==> config.mk <==
export PLATFORM = sky130hd
export DESIGN_NAME = alu_result_latch
export DESIGN_NICKNAME = d
export VERILOG_FILES = /design/src/rtl/alu_pkg.sv /design/src/rtl/settle_timer.sv /design/src/rtl/alu_result_latch.sv
export SDC_FILE = /design/constraint.sdc
export NUM_CORES = 1
export LEC_CHECK = 0
export CAP_MARGIN = 10
export CORE_ASPECT_RATIO = 0.6
export CORE_UTILIZATION = 40
export DETAILED_ROUTE_END_ITERATION = 16
export PLACE_DENSITY = 0.66
export SETUP_SLACK_MARGIN = 0.3
export SLEW_MARGIN = 0
export SYNTH_ARGS = -nofsm -noshare
export SYNTH_HDL_FRONTEND = slang
export SYNTH_HIERARCHICAL = 1
export SYNTH_SLANG_ARGS = --single-unit
==> constraint.sdc <==
create_clock -name clk -period 2.8 [get_ports clk]
set_clock_uncertainty 0.1 [all_clocks]
set_input_delay 0.42 -clock clk [delete_from_list [all_inputs] [get_ports clk]]
set_output_delay 0.42 -clock clk [all_outputs]
set_load 0.02 [all_outputs]
==> src/rtl/alu_pkg.sv <==
// Shared types and helpers for the ALU result latch stage.
// Function codes, FSM states and the condition-flag bundle live here.
package alu_pkg;

  localparam int ALU_WIDTH = 8;
  localparam int TMR_W     = $clog2(256);

  typedef enum logic [2:0] {
    FN_ADD = 3'd0,
    FN_INC = 3'd1,
    FN_AND = 3'd2,
    FN_OR  = 3'd3,
    FN_XOR = 3'd4,
    FN_NOT = 3'd5,
    FN_SHL = 3'd6,
    FN_CLR = 3'd7
  } alu_fn_t;

  typedef enum logic [1:0] {
    ST_IDLE,
    ST_SETTLE,
    ST_HOLD
  } state_t;

  typedef struct packed {
    logic zero;
    logic sign;
    logic carry;
  } cond_flags_t;

  function automatic logic is_arith(input alu_fn_t fn);
    return (fn == FN_ADD) || (fn == FN_INC);
  endfunction

endpackage

==> src/rtl/settle_timer.sv <==
// Loadable down-counter that marks when the adder/logic outputs have settled.
// zero is asserted once the count has run out; it stops at zero.
module settle_timer
  import alu_pkg::*;
#(
  parameter int W = TMR_W
) (
  input  logic         clk,
  input  logic         reset,
  input  logic         load,
  input  logic         dec,
  input  logic [W-1:0] load_val,
  output logic         zero
);

  logic [W-1:0] cnt;

  always_ff @(posedge clk) begin
    if (reset)                 cnt <= '0;
    else if (load)             cnt <= load_val;
    else if (dec && cnt != '0) cnt <= cnt - 1'b1;
  end

  assign zero = (cnt == '0);

endmodule

==> src/rtl/alu_result_latch.sv <==
// Captures the ALU result after a programmable settle interval, updates Z/S/C
// and presents the result under a valid/ack handshake.
module alu_result_latch
  import alu_pkg::*;
#(
  parameter int WIDTH         = ALU_WIDTH,
  parameter int SETTLE_CYCLES = 4
) (
  input  logic             clk,
  input  logic             reset,
  input  logic             start,
  input  logic [2:0]       alu_fn,
  input  logic [WIDTH-1:0] sum_bits,
  input  logic             carry_out,
  input  logic [WIDTH-1:0] logic_bits,
  input  logic             result_ack,
  output logic             busy,
  output logic             result_valid,
  output logic [WIDTH-1:0] result,
  output logic             flag_zero,
  output logic             flag_sign,
  output logic             flag_carry,
  output logic             cond_load
);

  // Counter is loaded with N-1 so capture lands exactly N edges after accept.
  localparam logic [TMR_W-1:0] SETTLE_LOAD = TMR_W'(SETTLE_CYCLES - 1);

  state_t           state;
  alu_fn_t          fn_q;
  cond_flags_t      flags;
  logic [WIDTH-1:0] nxt_result;
  logic             tmr_zero;
  logic             accept;

  assign accept = (state == ST_IDLE) && start;

  settle_timer #(.W(TMR_W)) u_timer (
    .clk      (clk),
    .reset    (reset),
    .load     (accept),
    .dec      (state == ST_SETTLE),
    .load_val (SETTLE_LOAD),
    .zero     (tmr_zero)
  );

  always_comb begin
    nxt_result = logic_bits;
    case (fn_q)
      FN_ADD, FN_INC: nxt_result = sum_bits;
      FN_CLR:         nxt_result = '0;
      default:        nxt_result = logic_bits;
    endcase
  end

  always_ff @(posedge clk) begin
    if (reset) begin
      state        <= ST_IDLE;
      fn_q         <= FN_ADD;
      busy         <= 1'b0;
      result_valid <= 1'b0;
      result       <= '0;
      flags        <= '0;
      cond_load    <= 1'b0;
    end else begin
      cond_load <= 1'b0;
      case (state)
        ST_IDLE: begin
          if (start) begin
            fn_q  <= alu_fn_t'(alu_fn);
            busy  <= 1'b1;
            state <= ST_SETTLE;
          end
        end
        ST_SETTLE: begin
          if (tmr_zero) begin
            result       <= nxt_result;
            flags.zero   <= (nxt_result == '0);
            flags.sign   <= nxt_result[WIDTH-1];
            // Logic ops leave the arithmetic carry untouched.
            if (is_arith(fn_q)) flags.carry <= carry_out;
            cond_load    <= 1'b1;
            result_valid <= 1'b1;
            state        <= ST_HOLD;
          end
        end
        ST_HOLD: begin
          if (result_ack) begin
            result_valid <= 1'b0;
            busy         <= 1'b0;
            state        <= ST_IDLE;
          end
        end
        default: state <= ST_IDLE;
      endcase
    end
  end

  assign flag_zero  = flags.zero;
  assign flag_sign  = flags.sign;
  assign flag_carry = flags.carry;

endmodule

==> impl_metrics.toml <==
[status]
status = "completed"

[pwr]
p_seq_share_pct = 46.5
netSwitchingFraction_pct = 32.8
p_leak_nw = 0.723
vdd_drop_max_uv = 273
clock_power_share_pct = 20.7
p_int_mw = 0.662
p_switching_mw = 0.322
p_per_area_nw_per_um2 = 507
pwr-share-comb_pct = 32.8

[placement]
hpwl_um = 2610
dp_slack_ns = 0.328
gp_congestion = 0.891
io_buffers = 37

[clock_network]
cts_hold_buf = 0
clock_latency_ns = 0.26
cts.reportedPaths.clkPinSlew_ns = 0.08
numCtsBuffers = 3
cts.htree.levels = 1
cts_sinks = 26
cts_tree = "yes"
cts_root_buffer = "clkbuf_8"
clock_path_buffers = 2

[final_layout]
finish.utilization_pct = 57.1
area_growth_pct = 30.9
antenna_cells = 0
final_common_cell = "clkdlybuf4s50_1"
final_cell_mix = "37 x clkdlybuf4s50_1, 26 x dfxtp_1, 19 x nand2_1"
nNetsFinal = 244
drive_gt1_share_pct = 12.0

[logic_synthesis]
syn_inst = 178
ys_ff_latch = 26
netlist_area_um2 = 1480
seq_area_frac_synth_pct = 35.1
yosys_warnings = 6
ys_types = 45
syn_avg_cell_area_um2 = 8.34

[routing]
drc = 0
viasPerCell = 5.25
wirelength_um = 3380
route.vias.total = 1370
firstDrtPassIters = 4
drt_iter0_markers = 41
ant_nets = 0
wl_per_cell_um = 13.0

[timing]
fin_crit_ns = 2.28
rsz0062_at_grt = "no"
finalHoldViolations = 0
finalSetupTns_ns = 0
maxSlewHeadroom_pct = 46.3
slew_viol_final = 0
fin_crit_sh_pct = 81.6
hold_slack_ns = 0.362
setup_viol = 0
finalWorstSetupSlack_ns = 0.515
tightestPinTransition_ns = 0.805
fmax_mhz = 438

[floorplanning]
die_area_um2 = 3970
start_util_pct = 43.6
coreArea_um2 = 3400
die_h_um = 49.2
die_w_um = 80.6
num_rows = 16
io_pins = 38

[worst_setup_path]
worstRegToRegCells = 6
path_class = "reg -> reg"
critPathCaptureType = "flip-flop"
critPathRequiredTime_ns = 2.88
startpoint_type = "flip-flop"
crit_arrival_ns = 2.37
worst-path-max-fanout = 6

[global_route]
grt_max_degree = 29
overflow = 0
grt_first_pass_wirelength_um = 6090
grt_pass1_vias = 1399
antenna_found_initial = 0
grt_usage_pct = 19.4

[run]
drv_cap = 0

[hold_path]
min_delay_path_depth = 2
hold_path_class = "reg -> reg"
==> worst max-delay path: stages, from the launching register on <==
cell	delay [ns]
dfxtp_1	0.43
inv_1	0.15
nor2_1	0.39
or3b_2	0.50
nor3_1	0.28
mux2i_1	0.12
a211oi_1	0.23
==> routing by layer <==
layer  routed length, µm  part of all wire (%)  vias up  GRT usage (%)
li1                    -                     -      695              -
met1                1720                    51      644           27.4
met2                1490                    44       31           30.4
met3                 164                   4.9        0           4.49
met4                   0                     0        0           3.57
met5                   0                     0        -              0
==> Yosys cell counts, drive strengths merged <==
library cell	count	area [µm²]
inv	13	48.8
clkbuf	2	7.51
o21a	1	7.51
a311oi	2	17.5
xnor2	3	26.3
a31o	1	8.76
buf	10	70.1
a21oi	17	85.1
or4	5	43.8
nand4b	1	8.76
or3	2	15.0
o211ai	1	7.51
a221oi	7	67.6
a2bb2oi	1	8.76
mux2i	5	50.1
o31a	1	8.76
nor2	18	67.6
o41ai	1	27.5
nor3b	5	42.5
or3b	1	8.76
clkinv	1	3.75
nand3b	1	11.3
nor3	12	71.3
a21boi	1	7.51
dfxtp	26	521
ha	2	25.0
a211oi	2	20.0
a21bo	7	70.1
nand2	19	71.3
o21ai	3	15.0
nor4	3	18.8
o31ai	1	7.51
nor2b	1	6.26
conb	2	7.51
==> what timing repair did <==
item | CTS | global route
setup endpoints to repair | 1 | 2
gates resized for setup | 1 | 1
setup buffers | 0 | 0
==> area by class of cell <==
class                           instances  area [µm²]
Tap cell                               45        56.3
Inverter                               14        52.6
Timing Repair Buffer                   41         400
Multi-Input combinational cell        132         871
Clock buffer                            3        41.3
Sequential cell                        26         520
Fill cell                             301        1460
==> power groups by stage <==
stage          clock (mW)  combinational, mW  sequential, mW
3_5_place_dp            0              0.314           0.462
2_1_floorplan           0              0.220           0.453
3_3_place_gp            0              0.306           0.460
5_1_grt             0.228              0.359           0.465
4_1_cts             0.212              0.319           0.455
6_report            0.204              0.323           0.457
==> registers in the layout, indices dropped and copies added, names as in the netlist <==
register and cells:
fn_q 3, flag_sign 1, flag_carry 1, state 2, cond_load 1, result 7
busy 1, flag_zero 1, result_valid 1, u_timer/cnt 8
==> path summary, 6_finish.rpt <==
check	from	to	slack, ns
min	result[5]	result[5]	0.36
max reg2reg	state[0]	u_timer/cnt[7]	0.52
min reg2reg	result[5]	result[5]	0.36
max	state[0]	u_timer/cnt[7]	0.52
==> cell families (layout without fill, tap and decap cells) <==
group	after synthesis	in the layout	share of synthesized area [%]
AOI/OAI and AO/OA	46	46	24.2
adders and majority gates	2	2	1.69
muxes	5	5	3.37
other	2	8	0.506
xor gates and xnor gates	3	3	1.77
buffers and inverters	26	58	8.77
DFF	26	26	35.1
and+or+nand+nor	68	68	24.6
==> metrics by stage <==
stage	cell area (µm²)	total power, mW	instances
final	1940	0.984	261
after detailed placement	1890	0.776	258
after floorplan	1510	0.673	184
after global placement	1890	0.766	258
after global routing	1940	1.05	261
after CTS	1930	0.986	261
Power figures use the tool's default switching activity.
